===== config.mk =====
export PLATFORM = sky130hd
export DESIGN_NAME = fetch_unit
export DESIGN_NICKNAME = d
export VERILOG_FILES = /design/src/rtl/fetch_pkg.sv /design/src/rtl/fetch_buffer.sv /design/src/rtl/fetch_unit.sv
export SDC_FILE = /design/constraint.sdc
export NUM_CORES = 1
export LEC_CHECK = 0
export ABC_AREA = 1
export ABC_CLOCK_PERIOD_IN_PS = 12420
export BUFFER_PORTS_ARGS = -buffer_cell sky130_fd_sc_hd__buf_2
export CORE_ASPECT_RATIO = 0.6
export CORE_MARGIN = 8
export CORE_UTILIZATION = 50
export CTS_CLUSTER_SIZE = 20
export DETAILED_ROUTE_END_ITERATION = 7
export GPL_TIMING_DRIVEN = 0
export HOLD_SLACK_MARGIN = 0.06
export PLACE_DENSITY = 0.74
export SLEW_MARGIN = 20
export SYNTH_ARGS = -nofsm -noshare
export SYNTH_HDL_FRONTEND = slang
export SYNTH_HIERARCHICAL = 1
export SYNTH_SLANG_ARGS = --single-unit

===== constraint.sdc =====
create_clock -name CLK -period 12.42 [get_ports CLK]
set_input_delay 0.621 -clock CLK [delete_from_list [all_inputs] [get_ports CLK]]
set_output_delay 0.621 -clock CLK [all_outputs]
set_load 0.01 [all_outputs]

===== src/rtl/fetch_pkg.sv =====
// Shared types for the instruction fetch unit: FSM states, word size and the
// prefetch buffer entry layout.
package fetch_pkg;

    typedef enum logic [1:0] {
        IDLE  = 2'd0,
        REQ   = 2'd1,
        DRAIN = 2'd2
    } fetch_state_t;

    localparam int unsigned WORD_BYTES = 4;

    typedef struct packed {
        logic [31:0] instr;
        logic [31:0] pc;
    } fetch_entry_t;

    function automatic logic [31:0] align_word(input logic [31:0] addr);
        return {addr[31:2], 2'b00};
    endfunction

endpackage


===== src/rtl/fetch_buffer.sv =====
// Prefetch FIFO of fetched {instr, pc} entries; supports push and pop in the
// same cycle even when full, and a single-cycle flush.
module fetch_buffer
    import fetch_pkg::*;
#(
    parameter int BUF_DEPTH = 2
) (
    input  logic                          clk,
    input  logic                          rst_n,
    input  logic                          push,
    input  fetch_entry_t                  push_data,
    input  logic                          pop,
    input  logic                          flush,
    output logic                          full,
    output logic                          empty,
    output logic [$clog2(BUF_DEPTH):0]    count,
    output fetch_entry_t                  head
);

    localparam int PTR_W = $clog2(BUF_DEPTH);
    localparam int CNT_W = PTR_W + 1;

    logic [PTR_W-1:0] wr_ptr_q;
    logic [PTR_W-1:0] rd_ptr_q;
    logic [CNT_W-1:0] cnt_q;
    fetch_entry_t     mem [BUF_DEPTH];

    logic do_push;
    logic do_pop;

    assign full    = (cnt_q == CNT_W'(BUF_DEPTH));
    assign empty   = (cnt_q == '0);
    assign count   = cnt_q;
    assign do_pop  = pop && !empty;
    assign do_push = push && (!full || do_pop);

    always_ff @(posedge clk or negedge rst_n) begin
        if (!rst_n) begin
            wr_ptr_q <= '0;
            rd_ptr_q <= '0;
            cnt_q    <= '0;
        end else if (flush) begin
            wr_ptr_q <= '0;
            rd_ptr_q <= '0;
            cnt_q    <= '0;
        end else begin
            if (do_push) begin
                wr_ptr_q <= wr_ptr_q + PTR_W'(1);
            end
            if (do_pop) begin
                rd_ptr_q <= rd_ptr_q + PTR_W'(1);
            end
            if (do_push && !do_pop) begin
                cnt_q <= cnt_q + CNT_W'(1);
            end else if (do_pop && !do_push) begin
                cnt_q <= cnt_q - CNT_W'(1);
            end
        end
    end

    // Storage is data only; validity is tracked entirely by the pointers.
    always_ff @(posedge clk) begin
        if (do_push && !flush) begin
            mem[wr_ptr_q] <= push_data;
        end
    end

    assign head = empty ? '0 : mem[rd_ptr_q];

endmodule


===== src/rtl/fetch_unit.sv =====
// Instruction fetch unit: request FSM, fetch PC and prefetch buffer.
// Optional performance counters are built when FETCH_PERF_EN is defined.
module fetch_unit
    import fetch_pkg::*;
#(
    parameter logic [31:0] RESET_PC  = 32'h0000_0000,
    parameter int          BUF_DEPTH = 2
) (
    input  logic        CLK,
    input  logic        RST,
    output logic        imem_req,
    output logic [31:0] imem_addr,
    input  logic        imem_ack,
    input  logic [31:0] imem_rdata,
    input  logic        redirect_valid,
    input  logic [31:0] redirect_pc,
    output logic        instr_valid,
    input  logic        instr_ready,
    output logic [31:0] instr,
    output logic [31:0] instr_pc
`ifdef FETCH_PERF_EN
    ,
    output logic [31:0] perf_fetch_cnt,
    output logic [31:0] perf_flush_cnt
`endif
);

    localparam int          CNT_W       = $clog2(BUF_DEPTH) + 1;
    localparam logic [31:0] RESET_PC_AL = {RESET_PC[31:2], 2'b00};

    fetch_state_t state_q, state_d;
    logic [31:0]  fetch_pc_q, fetch_pc_d;
    logic [31:0]  drain_addr_q;
    logic [31:0]  target_pc;

    logic             buf_push;
    logic             buf_pop;
    logic             buf_full;
    logic             buf_empty;
    logic [CNT_W-1:0] buf_count;
    fetch_entry_t     buf_in;
    fetch_entry_t     buf_head;

    assign target_pc   = align_word(redirect_pc);
    assign instr_valid = !buf_empty;
    // A redirect flushes the buffer, so a coincident handshake is moot.
    assign buf_pop     = instr_valid && instr_ready && !redirect_valid;
    assign buf_push    = (state_q == REQ) && imem_ack && !redirect_valid;
    assign buf_in      = '{instr: imem_rdata, pc: fetch_pc_q};

    // The abandoned request's address stays on the bus while draining.
    assign imem_addr = (state_q == DRAIN) ? drain_addr_q : fetch_pc_q;
    assign instr     = buf_head.instr;
    assign instr_pc  = buf_head.pc;

    always_ff @(posedge CLK or negedge RST) begin
        if (!RST) begin
            state_q    <= IDLE;
            fetch_pc_q <= RESET_PC_AL;
        end else begin
            state_q    <= state_d;
            fetch_pc_q <= fetch_pc_d;
        end
    end

    always_ff @(posedge CLK) begin
        if ((state_q == REQ) && redirect_valid && !imem_ack) begin
            drain_addr_q <= fetch_pc_q;
        end
    end

    always_comb begin
        state_d    = state_q;
        fetch_pc_d = fetch_pc_q;
        imem_req   = 1'b0;
        unique case (state_q)
            IDLE: begin
                if (redirect_valid) begin
                    fetch_pc_d = target_pc;
                end else if (buf_count < CNT_W'(BUF_DEPTH)) begin
                    state_d = REQ;
                end
            end
            REQ: begin
                imem_req = 1'b1;
                if (redirect_valid) begin
                    fetch_pc_d = target_pc;
                    if (!imem_ack) begin
                        state_d = DRAIN;
                    end
                end else if (imem_ack) begin
                    fetch_pc_d = fetch_pc_q + 32'(WORD_BYTES);
                    // Keep streaming only if a slot remains after this push.
                    if (!((buf_count < CNT_W'(BUF_DEPTH - 1)) || buf_pop)) begin
                        state_d = IDLE;
                    end
                end
            end
            DRAIN: begin
                imem_req = 1'b1;
                if (redirect_valid) begin
                    fetch_pc_d = target_pc;
                end
                if (imem_ack) begin
                    state_d = REQ;
                end
            end
            default: begin
                state_d = IDLE;
            end
        endcase
    end

    fetch_buffer #(
        .BUF_DEPTH (BUF_DEPTH)
    ) u_buffer (
        .clk       (CLK),
        .rst_n     (RST),
        .push      (buf_push),
        .push_data (buf_in),
        .pop       (buf_pop),
        .flush     (redirect_valid),
        .full      (buf_full),
        .empty     (buf_empty),
        .count     (buf_count),
        .head      (buf_head)
    );

`ifdef FETCH_PERF_EN
    always_ff @(posedge CLK or negedge RST) begin
        if (!RST) begin
            perf_fetch_cnt <= '0;
            perf_flush_cnt <= '0;
        end else begin
            if (buf_push) begin
                perf_fetch_cnt <= perf_fetch_cnt + 32'd1;
            end
            if (redirect_valid) begin
                perf_flush_cnt <= perf_flush_cnt + 32'd1;
            end
        end
    end
`endif

    logic unused_full;
    assign unused_full = buf_full;

endmodule


==> Word-level counts from Yosys, hierarchy flattened <==
Memory sizes are Yosys's and may differ from the RTL's.
Index checks and enable logic that the tools add are counted.
{ "op_classes": {"n_addsub": 5, "n_lt_le_gt_ge": 2, "eq_ne": 10, "n_mux": 24, "reduce_logical": 29} }
{ "op_table": {"columns": ["cell", "count"], "rows": [
  ["32-bit two-way mux", 4],
  ["64-bit two-way mux", 1],
  ["32-bit one-hot mux with 2 select lines", 1],
  ["32-bit by 3-bit adder with 32-bit output, second input constant", 1],
  ["2-bit two-way mux", 10],
  ["1-bit logical AND", 11],
  ["3-bit inequality test, second input constant", 3],
  ["1-bit two-way mux", 7],
  ["1-bit logical NOT", 6],
  ["2-bit inequality test, second input constant", 3],
  ["2-bit one-hot mux with 3 select lines", 1],
  ["6-bit AND reduction", 1],
  ["2-bit nonzero test", 3],
  ["2-bit equality test, second input constant", 2],
  ["2-bit logical NOT", 2],
  ["2-bit OR reduction", 2],
  ["3-bit AND reduction", 1],
  ["3-bit nonzero test", 1],
  ["1-bit adder, second input constant", 2],
  ["2-bit by 1-bit adder with 2-bit output, second input constant", 1],
  ["2-bit by 1-bit equality test with 1-bit output, second input constant", 1],
  ["1-bit logical OR", 2],
  ["2-bit by 1-bit less-than comparator with 1-bit output, second input constant", 1],
  ["2-bit less-than comparator, second input constant", 1],
  ["other kinds (2)", 2]
]} }
{ "word_totals": {"register_bits": 70, "ramBits": 128, "input_bits": 69, "output_inout_bits": 98, "wordCells": 77, "n_memories": 1} }
{ "mem_list": {"columns": ["name", "words", "width", "read_ports", "rd_ports_with_merged_regs", "wr", "line", "rtl"], "rows": [
  ["u_buffer.mem", 2, 64, 1, 0, 1, "fetch_buffer.sv:26", "fetch_entry_t mem [BUF_DEPTH];"]
]} }

==> Logic depth before layout (Yosys ltp) <==
Gate-level depths: netlist of run 1.
{ "logic_depth": {"ltp_word": 12, "mapped_depth": 11, "depth_no_buf": 11} }

==> Modules after synthesis <==
Netlist of run 1, hierarchy kept.
{ "modules_own_cells": {"columns": ["module", "n_inst", "cells_per_inst", "area_each_um2", "seq_area_each_um2"], "rows": [
  ["fetch_buffer", 1, 379, 5248.8, 3943.8],
  ["fetch_unit", 1, 533, 3727.3, 1701.6]
]} }

==> Worst setup path after synthesis of run 1 <==
OpenSTA, ideal clock, no wires.
{ "synth_path": {"path_type": "reg-to-reg", "from": "register u_buffer.cnt_q[1] (netlist: u_buffer/count[1])", "to": "memory u_buffer/mem[1][0] (netlist bit), enable pin", "setup_time_ns": 0.565, "arrival_ns": 5.405, "path_slack_ns": 6.449, "path_stages_with_launch": 7, "n_path_buf": 1, "period_less_slack_ns": 5.971, "path_cell_list": "dfrtp_1 > nor2_1 > buf_2 > nor3_1 > nand3b_1 > nand2_1 > nor3_1"} }
{ "synth_between": {"elab_chain_len": 10, "elab_cells_between_ends": 12, "cone_classes": "eq/ne: 1; mux: 2; reduce/logical: 9"} }
{ "synth_lines": {"columns": ["item", "line", "rtl"], "rows": [
  ["start: declaration", "fetch_buffer.sv:25", "logic [CNT_W-1:0] cnt_q;"],
  ["start signal: assignment", "fetch_buffer.sv:54", "cnt_q <= cnt_q + CNT_W'(1);"],
  ["start signal: assignment", "fetch_buffer.sv:56", "cnt_q <= cnt_q - CNT_W'(1);"],
  ["2-bit logical NOT", "fetch_buffer.sv:32", "assign empty = (cnt_q == '0);"],
  ["via buf_empty", "fetch_unit.sv:39", "logic buf_empty;"],
  ["1-bit logical NOT", "fetch_unit.sv:45", "assign instr_valid = !buf_empty;"],
  ["1-bit logical AND (2 in series)", "fetch_unit.sv:47", "assign buf_pop = instr_valid && instr_ready && !redirect_valid;"],
  ["via buf_pop", "fetch_unit.sv:37", "logic buf_pop;"],
  ["1-bit logical AND", "fetch_buffer.sv:34", "assign do_pop = pop && !empty;"],
  ["1-bit logical OR", "fetch_buffer.sv:35", "assign do_push = push && (!full || do_pop);"],
  ["1-bit logical AND", "fetch_buffer.sv:35", null],
  ["1-bit logical AND", "fetch_buffer.sv:63", "if (do_push && !flush) begin"],
  ["1-bit two-way mux", "fetch_buffer.sv:63", null],
  ["1-bit two-way mux (not written as such)", "fetch_buffer.sv:64", "mem[wr_ptr_q] <= push_data;"],
  ["end: declaration", "fetch_buffer.sv:26", null]
]} }
The timed path passes the listed nets, and every way through them passes these cells.

==> Final worst setup path of run 1 <==
{ "layout_path": {"from": "register state_q[0]", "to": "output port imem_addr[28]"} }
{ "layout_between": {"elab_chain_len": 2} }
{ "layout_lines": {"columns": ["item", "line", "rtl"], "rows": [
  ["start: declaration", "fetch_unit.sv:31", "fetch_state_t state_q, state_d;"],
  ["start signal: assignment", "fetch_unit.sv:61", "state_q <= state_d;"],
  ["2-bit equality test", "fetch_unit.sv:52", "assign imem_addr = (state_q == DRAIN) ? drain_addr_q : fetch_pc_q;"],
  ["32-bit two-way mux", "fetch_unit.sv:52", null],
  ["end: declaration", "fetch_unit.sv:12", "output logic [31:0] imem_addr,"]
]} }
Every way passes these cells.

==> results of run 1 <==
==> where the power goes <==
part	total [mW]	switching, mW	leakage, nW	internal (mW)
Combinational	0.766	0.515	2.32	0.251
Clock	0.599	0.295	0.319	0.304
Sequential	0.984	0.148	1.86	0.836
==> flip-flops by register name, summed over array words and instances (netlist names) <==
| signal | flops |
|---|---|
| u_buffer/mem | 128 |
| u_buffer/rd_ptr_q | 1 |
| state_q | 2 |
| drain_addr_q | 30 |
| fetch_pc_q | 30 |
| u_buffer/count | 2 |
| u_buffer/wr_ptr_q | 1 |
==> stage by stage <==
stage | setup WS, ps | util (%) | instances
finish | 9025 | 61.09 | 1359
global route | 8815 | 61.09 | 1359
CTS | 9041 | 61.09 | 1359
detailed placement | 9516 | 57.39 | 1327
global placement | 3709 | 56.66 | 1318
floorplan | 6449 | - | 916
==> area by class of cell <==
class | instances | area (µm²)
Fill cell | 1445 | 6938
Sequential cell | 194 | 5645
Multi-Input combinational cell | 626 | 2889
Timing Repair Buffer | 171 | 925.9
Clock buffer | 17 | 425.4
Tap cell | 240 | 300.3
Buffer | 41 | 262.8
Clock inverter | 15 | 234.0
Inverter | 55 | 209.0
==> worst reg2reg max path, stage by stage, from the launching register on <==
cell and delay (ps):
sky130_fd_sc_hd__dfrtp_1 460, sky130_fd_sc_hd__nor2_1 100, sky130_fd_sc_hd__buf_2 210, sky130_fd_sc_hd__nor3_1 200, sky130_fd_sc_hd__nand3b_1 150, sky130_fd_sc_hd__nand2_1 100
sky130_fd_sc_hd__nor3_2 670, sky130_fd_sc_hd__buf_4 320, sky130_fd_sc_hd__buf_4 220, sky130_fd_sc_hd__buf_6 160
==> per-layer routing <==
metal / GRT usage (%) / vias to the layer above / part of all wire [%]
li1: - / 3425 / -
met1: 33.31 / 3452 / 46
met5: 0 / - / 0
met2: 31.56 / 396 / 42
met3: 5.939 / 19 / 12
met4: 4.718 / 0 / 0.84
==> path summary, 6_finish.rpt <==
kind / startpoint / to / slack (ps) / depth (start not counted)
worst min register to register: u_buffer/wr_ptr_q / u_buffer/wr_ptr_q / 530 / 2
max in group asynchronous: RST / fetch_pc_q[24] / 11480 / 1
worst max-delay path: state_q[0] / imem_addr[28] / 9020 / 7
min in group CLK: imem_rdata[0] / u_buffer/mem[0][32] / 360 / 1
worst max register to register: u_buffer/count[1] / u_buffer/mem[1][20] / 9560 / 9
worst min-delay path: RST / fetch_pc_q[8] / 330 / 1
==> metrics, run 1 <==
first-pass iteration count of the detailed router=7; clock-pin slew reported for the worst setup and hold paths after clock tree synthesis=80 ps; I/O pin count=167; CP required=11,800 ps; total overflow reported by the global router=0; setup repair after global routing missed its margin=false; ant diodes=0; via count of the first global-routing pass=6,773; post-synth design cell area=8972 µm²; count of H-tree levels built during CTS=4; reported leakage power=4.495 nW; type of the tightest min-delay check=input port to asynchronous set/reset pin; post-synthesis to final-layout area growth=21.39%; final hold violations=0; longest individual stage delay on the worst path=540 ps; count of port buffers added during placement=162; antenna violations before repair=0; number of buffers and inverters on the critical path=4; core box area=17,830 µm²; number of nets in the finished design=1,181; worst-path fanout max=10; Post-DRT Antenna Nets=0; maximum number of pins on one net before global-route repair=55; startpoint type of the worst setup path=flop; GP Congestion=0.9352; detailed placement HPWL=18,610 µm; routed vias=7,292; CTS-repair resized insts=0; clock latency on the worst-skew pair=440 ps; DRC marker count from the first detailed-route iteration=624; Clock Tree Root=sky130_fd_sc_hd__clkbuf_16; buffers inserted during post-CTS setup optimization=0; area of the die=22,630 µm²; startpoint-to-endpoint class of the critical path=flop to primary output; Max stage delay cell, worst path=sky130_fd_sc_hd__clkbuf_1; critical path cell sequence=inv_1 -> ha_1 -> clkbuf_1 -> clkbuf_1 -> nand2_1 -> o21ai_0 -> buf_2; max_cap viols=0; Yosys warning count=6; Worst Clk Skew=16.26 ps; row cnt=38; number of clock sinks=194; clock tree from TritonCTS=yes; number of DRC violations after detailed routing=0; Final Routed Wirelength=25,110 µm; worst vdd ir=0.1348 mV; effective utilization at floorplan=50.32%; Design Area, Final=10,890 µm²; accumulated negative setup slack=0 ps; total cell area at the placement stage=10,230 µm²; via density per instance=5.366; top library cells by usage in the layout, fill and taps aside=sky130_fd_sc_hd__nand2_1 (323), sky130_fd_sc_hd__buf_2 (177), sky130_fd_sc_hd__edfxtp_1 (158); most common cell after layout, fill and taps aside=sky130_fd_sc_hd__nand2_1; synthesized netlist cell count=911; die span in x=188.9 µm; number of clock buffers inserted by TritonCTS=17; total routing resource utilization after global routing=22.13%; hold_ws=330.9 ps; outcome=finished, final reports clean; data arrival time at the worst-slack endpoint=2770 ps; die height=119.8 µm; cell family with the largest share of critical-path delay=buffers and inverters; category of the worst setup path capture point=primary output; share of cells above drive strength 1=26.45%; share of the clock period used by the worst path=27.34%; final max-slew violation count=0; wire length of the first global-routing pass=38,740 µm; Routed wire per std cell=18.48 µm; worst-case headroom to the max-slew limit=36.10%; hold-fix buffers at CTS=0; Post-Syn Area per Cell=9.849 µm²; power per cell area=215.6 nW/µm²; most used cell along the critical path=sky130_fd_sc_hd__clkbuf_1; Max Buffers Root-to-Sink=2; total power=2.349 mW; Worst-Margin Slew=958.4 ps; count of endpoints failing setup in the final report=0; minimum clock period=3395 ps; maximum clock frequency=294.5 MHz
(Power assumes the default switching activity.)
==> inputs of run 2 (changes only) <==
- ABC_AREA: 1 -> 0
- ABC_CLOCK_PERIOD_IN_PS: 12420 -> 3250
- clock period: 12.42 -> 3.25 ns (I/O delays scaled with it)
==> run 2 against run 1 <==
Effect of this change:
- sequential share of layout area is 0.60 points higher
- critical path depth is 2 higher
- synthesized cell count is 32% lower
- global-route usage is 1.0 points lower
- register-to-register slack worse by 9100 ps
- via count is 15% lower
==> metrics, run 2 <==
crit path setup slack, layout=424.0 ps (was 9025 ps); max_cap viols=0 (unchanged); count of port buffers added during placement=162 (unchanged); worst vdd ir=0.4127 mV (was 0.1348 mV); Largest regs=u_buffer/mem: 128 flops, drain_addr_q: 30 flops, fetch_pc_q: 30 flops (unchanged); detailed placement HPWL=15,570 µm (was 18,610 µm); GP Congestion=0.9109 (was 0.9352); category of the worst setup path capture point=flop (was primary output); type of the tightest min-delay check=input port to flop (was input port to asynchronous set/reset pin); total overflow reported by the global router=0 (unchanged); Final Routed Wirelength=22,240 µm (was 25,110 µm); via count of the first global-routing pass=6,346 (was 6,773); most common cell after layout, fill and taps aside=sky130_fd_sc_hd__buf_2 (was sky130_fd_sc_hd__nand2_1); outcome=finished, final reports clean (unchanged); Post-Syn Area per Cell=13.69 µm² (was 9.849 µm²); antenna violations before repair=0 (unchanged); startpoint type of the worst setup path=flop (unchanged); synthesized netlist cell count=620 (was 911); worst-path fanout max=11 (was 10); die span in x=184.2 µm (was 188.9 µm); Yosys warning count=6 (unchanged); power per cell area=796.3 nW/µm² (was 215.6 nW/µm²); startpoint-to-endpoint class of the critical path=flop to flop (was flop to primary output); Storage cell area=5645 µm² (unchanged); minimum clock period=2826 ps; row cnt=37 (was 38); share of the clock period used by the worst path=86.95%; effective utilization at floorplan=50.22% (was 50.32%); final hold violations=0 (unchanged); Clock Tree Root=sky130_fd_sc_hd__clkbuf_16 (unchanged); data arrival time at the worst-slack endpoint=3180 ps (was 2770 ps); top register by number of flip-flops=u_buffer/mem (unchanged); number of clock sinks=194 (unchanged); maximum number of pins on one net before global-route repair=37 (was 55); via density per instance=5.601 (was 5.366); multi-input logic area=2636 µm² (was 2889 µm²); CTS-repair resized insts=0 (unchanged); fillers=1,285 (was 1,445); area of the die=21,530 µm² (was 22,630 µm²); clock tree from TritonCTS=yes (unchanged); Post-DRT Antenna Nets=0 (unchanged); Worst Clk Skew=7.447 ps (was 16.26 ps); number of nets in the finished design=932 (was 1,181); post-synth design cell area=8486 µm² (was 8972 µm²); maximum clock frequency=353.9 MHz; reported leakage power=4.060 nW (was 4.495 nW); post-synthesis to final-layout area growth=26.89% (was 21.39%); I/O pin count=167 (unchanged); setup repair after global routing missed its margin=false (unchanged); number of DRC violations after detailed routing=0 (unchanged); CP required=3600 ps (was 11,800 ps); share of cells above drive strength 1=31.26% (was 26.45%); start point of the critical path=u_buffer/count[1] (was state_q[0]); final max-slew violation count=0 (unchanged); worst setup slack after placement=171.7 ps (was 9516 ps); count of endpoints failing setup in the final report=0 (unchanged); clock-pin slew reported for the worst setup and hold paths after clock tree synthesis=70 ps (was 80 ps); Worst-Margin Slew=878.3 ps (was 958.4 ps); first-pass iteration count of the detailed router=5 (was 7); origin of the worst min-delay path=redirect_pc[14]; Max Buffers Root-to-Sink=2 (unchanged); hold_ws=74.74 ps (was 330.9 ps); number of clock buffers inserted by TritonCTS=17 (unchanged); wire length of the first global-routing pass=34,650 µm (was 38,740 µm); routed vias=6,183 (was 7,292); ant diodes=0 (unchanged); reg2reg start=u_buffer/count[1] (unchanged); DRC marker count from the first detailed-route iteration=518 (was 624); top library cells by usage in the layout, fill and taps aside=sky130_fd_sc_hd__buf_2 (175), sky130_fd_sc_hd__edfxtp_1 (158), sky130_fd_sc_hd__nor2_1 (84) (was sky130_fd_sc_hd__nand2_1 (323), sky130_fd_sc_hd__buf_2 (177), sky130_fd_sc_hd__edfxtp_1 (158)); clock latency on the worst-skew pair=430 ps (was 440 ps); Routed wire per std cell=20.15 µm (was 18.48 µm); total routing resource utilization after global routing=21.13% (was 22.13%); count of H-tree levels built during CTS=4 (unchanged); worst-case headroom to the max-slew limit=41.45% (was 36.10%); flip-flop count of the largest register after layout=128 (unchanged); core box area=16,900 µm² (was 17,830 µm²); die height=116.9 µm (was 119.8 µm)
## run 2: final cells by class
cell class,instances,share of cell area (%)
clock inverters,15,1.243
well taps,234,2.719
plain buffers,41,2.173
multi-input cells,385,24.48
flip-flops and latches,194,52.43
repair buffers,213,12.83
inverters,5,0.1743
clock buffers,17,3.951
## run 2: path summary, 6_finish.rpt
path	to	slack (ps)	cells past startpoint
setup / recovery	u_buffer/count[1]	420	9
hold / removal	fetch_pc_q[14]	70	3
setup reg to reg	u_buffer/count[1]	420	9
hold reg to reg	drain_addr_q[23]	500	0
max in group asynchronous	u_buffer/rd_ptr_q	2310	2
min in group asynchronous	fetch_pc_q[22]	380	2
## run 2: per-stage QoR
step | power [mW] | cells | cell area (µm²) | utilization (%) | TNS [ps]
detailed placement | 6.519 | 1030 | 9791 | 57.94 | 0
global route | 9.045 | 1104 | 10770 | 63.72 | 0
floorplan | 5.331 | 625 | 8527 | - | 0
CTS | 8.585 | 1103 | 10760 | 63.68 | 0
finish | 8.574 | 1104 | 10770 | 63.72 | 0
global placement | 6.357 | 1021 | 9630 | 56.99 | -134110
## run 2: per-layer routing
metal	vias up	global-route usage [%]	share of wire, %
li1	2811	-	-
met1	3015	29.83	45
met2	338	31.41	44
met3	19	6.628	11
met4	0	5.350	0.90
met5	-	0	0
## run 2: what timing repair did
action / in CTS / in global routing
setup endpoints to repair: 0 / 13
endpoints found under the hold margin: 108 / 0
setup buffers: 0 / 1
hold buffers: 41 / 0
## run 2: where the power goes
group | switching [mW] | internal, mW
registers | 0.497 | 3.21
clock network | 0.945 | 1.07
logic | 1.67 | 1.19
## run 2: critical path, cell delays in order (launching register included)
cell and delay [ps]:
sky130_fd_sc_hd__dfrtp_1 480, sky130_fd_sc_hd__nor2_1 170, sky130_fd_sc_hd__clkbuf_1 490, sky130_fd_sc_hd__nor2b_1 140
sky130_fd_sc_hd__and2_1 220, sky130_fd_sc_hd__o21ai_2 320, sky130_fd_sc_hd__inv_1 90, sky130_fd_sc_hd__ha_1 330
sky130_fd_sc_hd__or3_1 360, sky130_fd_sc_hd__a21oi_1 150
